<file path="src/rtl/fc_mover_mac_nlane_if.sv">
// Control, status and BRAM port bundle for the n-lane fully-connected MAC mover.
// master is the mover side; slave is the control block plus the BRAMs.
interface fc_mover_mac_nlane_if #(
   parameter int unsigned NUM_CORE = 4,
   parameter int unsigned IN_DW    = 8,
   parameter int unsigned ACC_DW   = 32,
   parameter int unsigned AWIDTH   = 12,
   parameter int unsigned CNT_BIT  = 16
) ();
   localparam int unsigned LANE_W = NUM_CORE * IN_DW;
   localparam int unsigned RES_W  = NUM_CORE * ACC_DW;

   logic               i_run;
   logic [CNT_BIT-1:0] i_num_cnt;
   logic [AWIDTH-1:0]  i_out_base;
   logic               i_relu_en;
   logic               o_idle;
   logic               o_busy;
   logic               o_done;
   logic [AWIDTH-1:0]  addr_n;
   logic               ce_n;
   logic [LANE_W-1:0]  q_n;
   logic [AWIDTH-1:0]  addr_w;
   logic               ce_w;
   logic [LANE_W-1:0]  q_w;
   logic [AWIDTH-1:0]  addr_b;
   logic               ce_b;
   logic [LANE_W-1:0]  q_b;
   logic [AWIDTH-1:0]  addr_o;
   logic               ce_o;
   logic               we_o;
   logic [ACC_DW-1:0]  d_o;
   logic [RES_W-1:0]   o_result;
   logic               o_result_valid;

   modport master (
      input  i_run, i_num_cnt, i_out_base, i_relu_en, q_n, q_w, q_b,
      output o_idle, o_busy, o_done, addr_n, ce_n, addr_w, ce_w, addr_b, ce_b,
             addr_o, ce_o, we_o, d_o, o_result, o_result_valid
   );

   modport slave (
      output i_run, i_num_cnt, i_out_base, i_relu_en, q_n, q_w, q_b,
      input  o_idle, o_busy, o_done, addr_n, ce_n, addr_w, ce_w, addr_b, ce_b,
             addr_o, ce_o, we_o, d_o, o_result, o_result_valid
   );
endinterface

</file>
<file path="src/rtl/fc_mover_mac_nlane.sv">
// Streams NUM_CORE packed signed lanes from node/weight BRAMs, MACs them onto a bias
// seed per lane, applies optional ReLU and writes the results to the output BRAM.
module fc_mover_mac_nlane #(
   parameter int unsigned NUM_CORE = 4,
   parameter int unsigned IN_DW    = 8,
   parameter int unsigned ACC_DW   = 32,
   parameter int unsigned AWIDTH   = 12,
   parameter int unsigned CNT_BIT  = 16
) (
   input logic clk,
   input logic reset,
   fc_mover_mac_nlane_if.master bus
);
   localparam int unsigned PROD_W = 2 * IN_DW;

   typedef enum logic [2:0] {
      S_IDLE, S_BIAS, S_MAC, S_DRAIN, S_WRITE, S_DONE
   } state_t;

   state_t             state_q, state_d;
   logic [CNT_BIT-1:0] cnt_q, cnt_d;
   logic [CNT_BIT-1:0] num_q, num_d;
   logic [AWIDTH-1:0]  base_q, base_d;
   logic               relu_q, relu_d;
   logic               acc_clr;
   logic               res_ld;
   logic               mac_first;
   logic               mac_add;
   logic [ACC_DW-1:0]  r_c [NUM_CORE];

   // State and captured-job registers
   always_ff @(posedge clk or posedge reset) begin
      if (reset) begin
         state_q <= S_IDLE;
         cnt_q   <= '0;
         num_q   <= '0;
         base_q  <= '0;
         relu_q  <= 1'b0;
      end else begin
         state_q <= state_d;
         cnt_q   <= cnt_d;
         num_q   <= num_d;
         base_q  <= base_d;
         relu_q  <= relu_d;
      end
   end

   // Next-state, counter and job capture
   always_comb begin
      state_d = state_q;
      cnt_d   = cnt_q;
      num_d   = num_q;
      base_d  = base_q;
      relu_d  = relu_q;
      acc_clr = 1'b0;
      res_ld  = 1'b0;
      unique case (state_q)
         S_IDLE: begin
            if (bus.i_run) begin
               num_d   = bus.i_num_cnt;
               base_d  = bus.i_out_base;
               relu_d  = bus.i_relu_en;
               cnt_d   = '0;
               acc_clr = 1'b1;
               if (bus.i_num_cnt == '0) begin
                  state_d = S_DONE;
                  res_ld  = 1'b1;
               end else begin
                  state_d = S_BIAS;
               end
            end
         end
         S_BIAS:  state_d = S_MAC;
         S_MAC: begin
            if (cnt_q == num_q - CNT_BIT'(1)) begin
               cnt_d   = '0;
               state_d = S_DRAIN;
            end else begin
               cnt_d = cnt_q + CNT_BIT'(1);
            end
         end
         S_DRAIN: state_d = S_WRITE;
         S_WRITE: begin
            if (cnt_q == CNT_BIT'(NUM_CORE - 1)) begin
               cnt_d   = '0;
               res_ld  = 1'b1;
               state_d = S_DONE;
            end else begin
               cnt_d = cnt_q + CNT_BIT'(1);
            end
         end
         S_DONE:  state_d = S_IDLE;
         default: state_d = S_IDLE;
      endcase
   end

   // Bias arrives in the first MAC cycle; each product lands one cycle after its read
   assign mac_first = (state_q == S_MAC) && (cnt_q == '0);
   assign mac_add   = ((state_q == S_MAC) && (cnt_q != '0)) || (state_q == S_DRAIN);

   for (genvar k = 0; k < NUM_CORE; k++) begin : g_lane
      localparam int unsigned IN_LO  = (NUM_CORE - 1 - k) * IN_DW;
      localparam int unsigned RES_LO = (NUM_CORE - 1 - k) * ACC_DW;

      logic signed [IN_DW-1:0]  n_s;
      logic signed [IN_DW-1:0]  w_s;
      logic signed [IN_DW-1:0]  b_s;
      logic signed [PROD_W-1:0] prod;
      logic signed [ACC_DW-1:0] acc_q;
      logic [ACC_DW-1:0]        res_q;

      assign n_s  = bus.q_n[IN_LO +: IN_DW];
      assign w_s  = bus.q_w[IN_LO +: IN_DW];
      assign b_s  = bus.q_b[IN_LO +: IN_DW];
      assign prod = n_s * w_s;

      always_ff @(posedge clk or posedge reset) begin
         if (reset) begin
            acc_q <= '0;
         end else if (acc_clr) begin
            acc_q <= '0;
         end else if (mac_first) begin
            acc_q <= ACC_DW'(b_s);
         end else if (mac_add) begin
            acc_q <= acc_q + ACC_DW'(prod);
         end
      end

      assign r_c[k] = (relu_q && acc_q[ACC_DW-1]) ? '0 : acc_q;

      // A zero-length job reports zeros rather than a stale accumulator
      always_ff @(posedge clk or posedge reset) begin
         if (reset) begin
            res_q <= '0;
         end else if (res_ld) begin
            res_q <= acc_clr ? '0 : r_c[k];
         end
      end

      assign bus.o_result[RES_LO +: ACC_DW] = res_q;
   end

   // Write-back data select by lane index
   always_comb begin
      bus.d_o = '0;
      if (state_q == S_WRITE) begin
         for (int k = 0; k < NUM_CORE; k++) begin
            if (cnt_q == CNT_BIT'(k)) bus.d_o = r_c[k];
         end
      end
   end

   assign bus.o_idle         = (state_q == S_IDLE);
   assign bus.o_busy         = (state_q != S_IDLE) && (state_q != S_DONE);
   assign bus.o_done         = (state_q == S_DONE);
   assign bus.o_result_valid = (state_q == S_DONE);

   assign bus.ce_n   = (state_q == S_MAC);
   assign bus.ce_w   = (state_q == S_MAC);
   assign bus.addr_n = (state_q == S_MAC) ? AWIDTH'(cnt_q) : '0;
   assign bus.addr_w = (state_q == S_MAC) ? AWIDTH'(cnt_q) : '0;
   assign bus.ce_b   = (state_q == S_BIAS);
   assign bus.addr_b = '0;
   assign bus.ce_o   = (state_q == S_WRITE);
   assign bus.we_o   = (state_q == S_WRITE);
   assign bus.addr_o = (state_q == S_WRITE) ? base_q + AWIDTH'(cnt_q) : '0;

endmodule

</file>
<file path="src/flat_wrapper.sv">
// flat-port wrapper written by rule: the top's interface ports become plain ports
module fc_mover_mac_nlane_flat 
#(
   parameter int unsigned NUM_CORE = 4,
   parameter int unsigned IN_DW    = 8,
   parameter int unsigned ACC_DW   = 32,
   parameter int unsigned AWIDTH   = 12,
   parameter int unsigned CNT_BIT  = 16
)
  (clk, reset, bus_i_run, bus_i_num_cnt, bus_i_out_base, bus_i_relu_en, bus_q_n, bus_q_w, bus_q_b, bus_o_idle, bus_o_busy, bus_o_done, bus_addr_n, bus_ce_n, bus_addr_w, bus_ce_w, bus_addr_b, bus_ce_b, bus_addr_o, bus_ce_o, bus_we_o, bus_d_o, bus_o_result, bus_o_result_valid);
  fc_mover_mac_nlane_if #(.NUM_CORE(NUM_CORE), .IN_DW(IN_DW), .ACC_DW(ACC_DW), .AWIDTH(AWIDTH), .CNT_BIT(CNT_BIT)) bus_i ();
  input logic clk;
  input logic reset;
  input wire logic [$bits(bus_i.i_run)-1:0] bus_i_run;
  input wire logic [$bits(bus_i.i_num_cnt)-1:0] bus_i_num_cnt;
  input wire logic [$bits(bus_i.i_out_base)-1:0] bus_i_out_base;
  input wire logic [$bits(bus_i.i_relu_en)-1:0] bus_i_relu_en;
  input wire logic [$bits(bus_i.q_n)-1:0] bus_q_n;
  input wire logic [$bits(bus_i.q_w)-1:0] bus_q_w;
  input wire logic [$bits(bus_i.q_b)-1:0] bus_q_b;
  output wire logic [$bits(bus_i.o_idle)-1:0] bus_o_idle;
  output wire logic [$bits(bus_i.o_busy)-1:0] bus_o_busy;
  output wire logic [$bits(bus_i.o_done)-1:0] bus_o_done;
  output wire logic [$bits(bus_i.addr_n)-1:0] bus_addr_n;
  output wire logic [$bits(bus_i.ce_n)-1:0] bus_ce_n;
  output wire logic [$bits(bus_i.addr_w)-1:0] bus_addr_w;
  output wire logic [$bits(bus_i.ce_w)-1:0] bus_ce_w;
  output wire logic [$bits(bus_i.addr_b)-1:0] bus_addr_b;
  output wire logic [$bits(bus_i.ce_b)-1:0] bus_ce_b;
  output wire logic [$bits(bus_i.addr_o)-1:0] bus_addr_o;
  output wire logic [$bits(bus_i.ce_o)-1:0] bus_ce_o;
  output wire logic [$bits(bus_i.we_o)-1:0] bus_we_o;
  output wire logic [$bits(bus_i.d_o)-1:0] bus_d_o;
  output wire logic [$bits(bus_i.o_result)-1:0] bus_o_result;
  output wire logic [$bits(bus_i.o_result_valid)-1:0] bus_o_result_valid;
  assign bus_i.i_run = bus_i_run;
  assign bus_i.i_num_cnt = bus_i_num_cnt;
  assign bus_i.i_out_base = bus_i_out_base;
  assign bus_i.i_relu_en = bus_i_relu_en;
  assign bus_i.q_n = bus_q_n;
  assign bus_i.q_w = bus_q_w;
  assign bus_i.q_b = bus_q_b;
  assign bus_o_idle = bus_i.o_idle;
  assign bus_o_busy = bus_i.o_busy;
  assign bus_o_done = bus_i.o_done;
  assign bus_addr_n = bus_i.addr_n;
  assign bus_ce_n = bus_i.ce_n;
  assign bus_addr_w = bus_i.addr_w;
  assign bus_ce_w = bus_i.ce_w;
  assign bus_addr_b = bus_i.addr_b;
  assign bus_ce_b = bus_i.ce_b;
  assign bus_addr_o = bus_i.addr_o;
  assign bus_ce_o = bus_i.ce_o;
  assign bus_we_o = bus_i.we_o;
  assign bus_d_o = bus_i.d_o;
  assign bus_o_result = bus_i.o_result;
  assign bus_o_result_valid = bus_i.o_result_valid;
  fc_mover_mac_nlane #(.NUM_CORE(NUM_CORE), .IN_DW(IN_DW), .ACC_DW(ACC_DW), .AWIDTH(AWIDTH), .CNT_BIT(CNT_BIT)) u_core (.clk(clk), .reset(reset), .bus(bus_i));
endmodule
</file>
<file path="config.mk">
export PLATFORM = sky130hd
export DESIGN_NAME = fc_mover_mac_nlane_flat
export DESIGN_NICKNAME = d
export VERILOG_FILES = /design/src/rtl/fc_mover_mac_nlane_if.sv /design/src/rtl/fc_mover_mac_nlane.sv /design/src/flat_wrapper.sv
export SDC_FILE = /design/constraint.sdc
export NUM_CORES = 2
export LEC_CHECK = 0
export ABC_AREA = 1
export CORE_UTILIZATION = 30
export DETAILED_ROUTE_END_ITERATION = 8
export PLACE_DENSITY = 0.43
export SYNTH_ARGS = -nofsm -noshare
export SYNTH_HDL_FRONTEND = slang
export SYNTH_SLANG_ARGS = --single-unit
</file>
<file path="constraint.sdc">
create_clock -name clk -period 28.7 [get_ports clk]
set_input_delay 4.305 -clock clk [delete_from_list [all_inputs] [get_ports clk]]
set_output_delay 4.305 -clock clk [all_outputs]
set_load 0.03 [all_outputs]
</file>
### After elaboration in Yosys (flattened, before gate mapping)

Index checks and enable logic that the tools add are counted.

| word-level totals | value |
|---|---|
| flip-flop bits (word level) | 304 |

| operators by class | value |
|---|---|
| multiplexer cells | 42 |
| multipliers | 4 |
| reduce and logical (&&, ||, !) cells | 18 |
| equal/unequal tests | 13 |
| add/subtract/negate cells | 7 |

Operator list:

| operator | number |
|---|---|
| $mux W32 | 25 |
| $add A32 B16 Y32 | 4 |
| $mul A8 B8 Y16 | 4 |
| $mux W16 | 3 |
| $pmux W16 S3 | 1 |
| $eq A16 B2 Y1 const B | 2 |
| $logic_not A16 Y1 | 2 |
| $mux W12 | 2 |
| $add A16 B1 Y16 const B | 1 |
| $eq A16 B1 Y1 const B | 1 |
| $eq A16 B16 Y1 | 1 |
| $reduce_bool A16 Y1 | 1 |
| $sub A16 B1 Y16 const B | 1 |
| $pmux W3 S5 | 1 |
| $add A12 B12 Y12 | 1 |
| $mux W3 | 4 |
| $reduce_bool A3 Y1 | 3 |
| $logic_and A1 B1 Y1 | 7 |
| $eq A3 B2 Y1 const B | 2 |
| $eq A3 B3 Y1 const B | 2 |
| $mux W1 | 5 |
| $ne A2 B1 Y1 const B | 2 |
| $reduce_and A2 Y1 | 2 |
| $eq A3 B1 Y1 const B | 1 |
| other kinds (6) | 6 |

### Depth between registers and ports, before layout

| logic depth | value |
|---|---|
| word-level depth | 7 |
| depth in mapped cells | 26 |
| depth with buffers taken out | 25 |

### Least setup slack after synthesis

Ideal clock, no wire load.

| path | value |
|---|---|
| path type | input-to-reg |
| from | in bus_q_w[0] |
| to | reg u_core.g_lane[3].acc_q[20] |
| setup slack | 19,362 ps |
| stages on the path | 18 |
| path buffers | 1 |
| required time | 28,577 ps |
| setup time | 123 ps |
| arrival | 9,215 ps |
| cell sequence | clkbuf_1 nand2_1 inv_1 fa_1 fa_1 fa_1 fa_1 ha_1 ha_1 nand2_1 nor3_1 a21oi_1 o21ai_0 nand2_1 nand3_1 nand2_1 o21ai_0 nand2_1 |

| on the way | value |
|---|---|
| longest elaborated chain between the ends | 5 |

Ends and longest elaborated chain:

| item | RTL line | source |
|---|---|---|
| start: declaration | flat_wrapper.sv:19 | `input wire logic [$bits(bus_i.q_w)-1:0] bus_q_w;` |
| $mul A8 B8 Y16 | fc_mover_mac_nlane.sv:115 | `assign prod = n_s * w_s;` |
| $add A32 B16 Y32 | fc_mover_mac_nlane.sv:125 | `acc_q <= acc_q + ACC_DW'(prod);` |
| $mux W32 | fc_mover_mac_nlane.sv:124 | `end else if (mac_add) begin` |
| $mux W32 | fc_mover_mac_nlane.sv:122 | `end else if (mac_first) begin` |
| $mux W32 | fc_mover_mac_nlane.sv:120 | `end else if (acc_clr) begin` |
| end signal: assignment | fc_mover_mac_nlane.sv:123 | `acc_q <= ACC_DW'(b_s);` |
| end signal: assignment | fc_mover_mac_nlane.sv:125 |  |
| end: declaration | fc_mover_mac_nlane.sv:109 | `logic signed [ACC_DW-1:0] acc_q;` |

Every way passes these cells. The select of a mux whose other input is x is not followed.
A chain may end at the register's enable or synchronous reset.

### Final worst setup path

| path | value |
|---|---|
| from | in bus_q_w[15] |
| to | reg u_core.g_lane[2].acc_q[20] |

| on the way | value |
|---|---|
| longest elaborated chain between the ends | 5 |

Ends and longest elaborated chain:

| item | RTL line |
|---|---|
| $mul A8 B8 Y16 | fc_mover_mac_nlane.sv:115 |
| $add A32 B16 Y32 | fc_mover_mac_nlane.sv:125 |
| $mux W32 | fc_mover_mac_nlane.sv:124 |
| $mux W32 | fc_mover_mac_nlane.sv:122 |
| $mux W32 | fc_mover_mac_nlane.sv:120 |
| end signal: assignment | fc_mover_mac_nlane.sv:123 |
| end signal: assignment | fc_mover_mac_nlane.sv:125 |
| end: declaration | fc_mover_mac_nlane.sv:109 |

Every way passes these cells. The select of a mux whose other input is x is not followed.

==> impl_results.md <==
- Post-synth top area cell: fa_1
- First-pass GRT wire length: roughly 220 mm
- CP Launch Type: input port
- Clock buffer count from CTS: 45
- I/O pins: 345
- Seq/Total Area, Yosys: 0.199
- First-pass iteration count of the detailed router: 7
- Syn avg cell area: 8.07 sq um
- Synthesized instance count: 4746
- IO buf count: 332
- GRT overflow: 0
- Rows: 130
- Core area: 126000 sq um
- Fin nets: slightly below 6000
- Global Route Usage Sum: 0.228
- Main synth FF type: dfrtp_1
- Ys Warns: 0
- Number of post-CTS setup repair buffers: 0
- H-tree levels: 2
- Worst slew margin: 0.311
- DIE HEIGHT: 359 um
- Synth area leaders: fa_1 (28%), dfrtp_1 (20%), nand2_1 (11%), ha_1 (9.7%), inv_1 (7.0%)
- Clock sinks: 304
- Post-synth EDFFs: 0
- FMAX: between 90 and 100 MHz
- Die Footprint: 129000 sq um
- Starting DRC count in detailed routing: about 2300
- Arrival @ worst endpoint: roughly 11000 ps
- Setup CP Type: input port to flop
- Number of synthesized register bits: 304
- Worst-path clk slew: 60 ps
- Worst-skew pair later-pin latency: 650 ps
- Initial Util: 0.304
- Fin. Hold Viols: 0
- Average wire per cell in the routed design: roughly 22 um
- DRC Markers: 0
- Critical path fanouts, max: 9
- Status: finished clean
- Fin crit share: 0.360
- Share of layout cells above drive strength 1: 0.0313
- CTS Root Cell: clkbuf_16
- Die Span X: 359 um
- Pin count of the biggest net entering global routing: 135
- # Max-Cap Violations: 0
- RSZ-0062 raised after global routing: no
- Vias in the first global route: 33900
- Final setup TNS: 0 ps
- Setup violators final: 0
- Critical path capture point type: flop
- Routed wire length: approximately 150 mm
- Critical path required time: 29210 ps
- Via Count: 32700
- CTS tree: built
- Top-area cell type share of the netlist area: 0.285
- Via-per-instance ratio: 4.93
- Synth Cell Area: 38300 sq um
- Slew @ Worst Pin: 1030 ps
- P&R area growth vs syn: 16.5%
- Setup Skew: just over 40 ps
- Antenna violations before repair: 3
- CTS max path bufs: 3
- CTS Hold Bufs: 0
- HP Class: flop to flop
- Gpl congestion: 0.923
- FFs w/ async S/R, synth: 1.00
- Tmin final: 10330 ps
- Yosys cell types: 46
- CTS resizes: 0
- Detail Route Antenna Nets: 0
- Dpl hpwl: 116 mm
- Slew Viols, Final: 0
- Reg2Reg Setup Slack: between 20000 and 25000 ps
## critical path: stages
cell	delay, ps
clkdlybuf4s50_1	460
clkinv_1	250
or2_2	380
fa_1	450
fa_1	490
inv_1	50
fa_1	460
fa_1	580
fa_1	440
ha_1	390
inv_1	80
o21ai_0	700
a21boi_0	360
o21ai_0	810
nand2_1	150
nand3_1	110
nand2_1	50
o21ai_0	230
nand2_1	80
## layout make-up
cell class | count | area [sq um]
fill | 13400 | 81600
multi-input combinational | 3497 | 27100
sequential | 304 | 7610
timing repair buffer | 376 | 3670
inverter | 731 | 2750
tap | 1650 | 2060
clock buffer | 63 | 1260
clock inverter | 19 | 198
antenna | 2 | 5.00
## logic make-up after synthesis
| group | share of synthesized area |
|---|---|
| xor gates and xnor gates | 0.0174 |
| buffers and inverters | 0.0968 |
| AOI/OAI and AO/OA | 0.0946 |
| and+or+nand+nor | 0.211 |
| other | 0.0000979 |
| adders and majority gates | 0.381 |
| DFF | 0.199 |
## flip-flops by register name (all words and copies together), names as in the netlist
signal	count
u_core.g_lane.acc_q	128
u_core.g_lane.res_q	128
u_core.cnt_q	16
u_core.num_q	16
u_core.base_q	12
u_core.state_q	3
u_core.relu_q	1
## path summary, 6_finish.rpt
kind / startpoint / to / cells past startpoint
worst max-delay path: bus_q_w[15] / u_core.g_lane[2].acc_q[20] / 19
worst min-delay path: u_core.base_q[2] / u_core.base_q[2] / 2
worst max register to register: u_core.g_lane[2].acc_q[6] / u_core.g_lane[2].acc_q[20] / 19
worst min register to register: u_core.base_q[2] / u_core.base_q[2] / 2
max in group asynchronous: reset / u_core.g_lane[3].acc_q[21] / 3
min in group asynchronous: reset / u_core.g_lane[2].res_q[4] / 2
## per-stage QoR
stage               instances  worst slack, ps  utilization  hold WS [ps]  instance area [sq um]
detailed placement       6558            17930        0.342           473                  43200
global route             6640            18090        0.354           495                  44600
floorplan                4757            15990            -           448                  38400
finish                   6642            18370        0.354           483                  44700
global placement         6558            17900        0.342           462                  43200
CTS                      6640            18590        0.354           484                  44600
## metal layers
metal | GRT usage | vias to the layer above | share of wire
li1 | - | 15500 | -
met1 | 0.340 | 16300 | 0.50
met2 | 0.349 | 823 | 0.44
met3 | 0.0398 | 100 | 0.055
met4 | 0.0310 | 2 | 0.013
met5 | 0 | - | 0.000048
## Yosys cell counts (3+ instances only)
cell type / number
nand2_1: 1140
inv_1: 718
fa_1: 545
nand3_1: 335
dfrtp_1: 304
ha_1: 296
nor2_1: 278
o21ai_0: 248
a21oi_1: 212
clkbuf_1: 175
nand4_1: 89
o31ai_1: 63
xor2_1: 50
o211ai_1: 42
nor3_1: 41
buf_4: 27
xnor2_1: 26
buf_2: 17
o21bai_1: 15
nand3b_1: 12
or2_2: 12
nor4_1: 11
a22o_1: 9
o21ai_1: 9
a31o_2: 8
inv_2: 8
a21o_1: 7
buf_1: 6
a31oi_1: 5
clkinv_1: 5
o22ai_1: 5
a211oi_1: 4
nor2_2: 4
a21boi_0: 3
## placed cells by master, fill, tap and decap left out, types with 6 or more instances in the layout
cell	instances
nand4_1	89
or2_2	12
a21o_1	7
fa_1	545
o21ai_0	248
xnor2_1	26
clkbuf_16	45
a21oi_1	212
buf_4	43
o31ai_1	63
clkbuf_8	7
clkinvlp_4	6
nand3b_1	12
inv_2	7
xor2_1	50
nor2_1	277
nor3_1	41
o21ai_1	9
a31o_2	8
inv_1	717
clkdlybuf4s50_1	332
dfrtp_1	304
o211ai_1	42
conb_1	12
clkbuf_1	11
o21bai_1	15
ha_1	296
nand2_1	1139
nand3_1	332
a22o_1	9
nor4_1	11
Power is not shown: default switching activity piles up to over one toggle a cycle in this logic, so the estimate is an artifact.
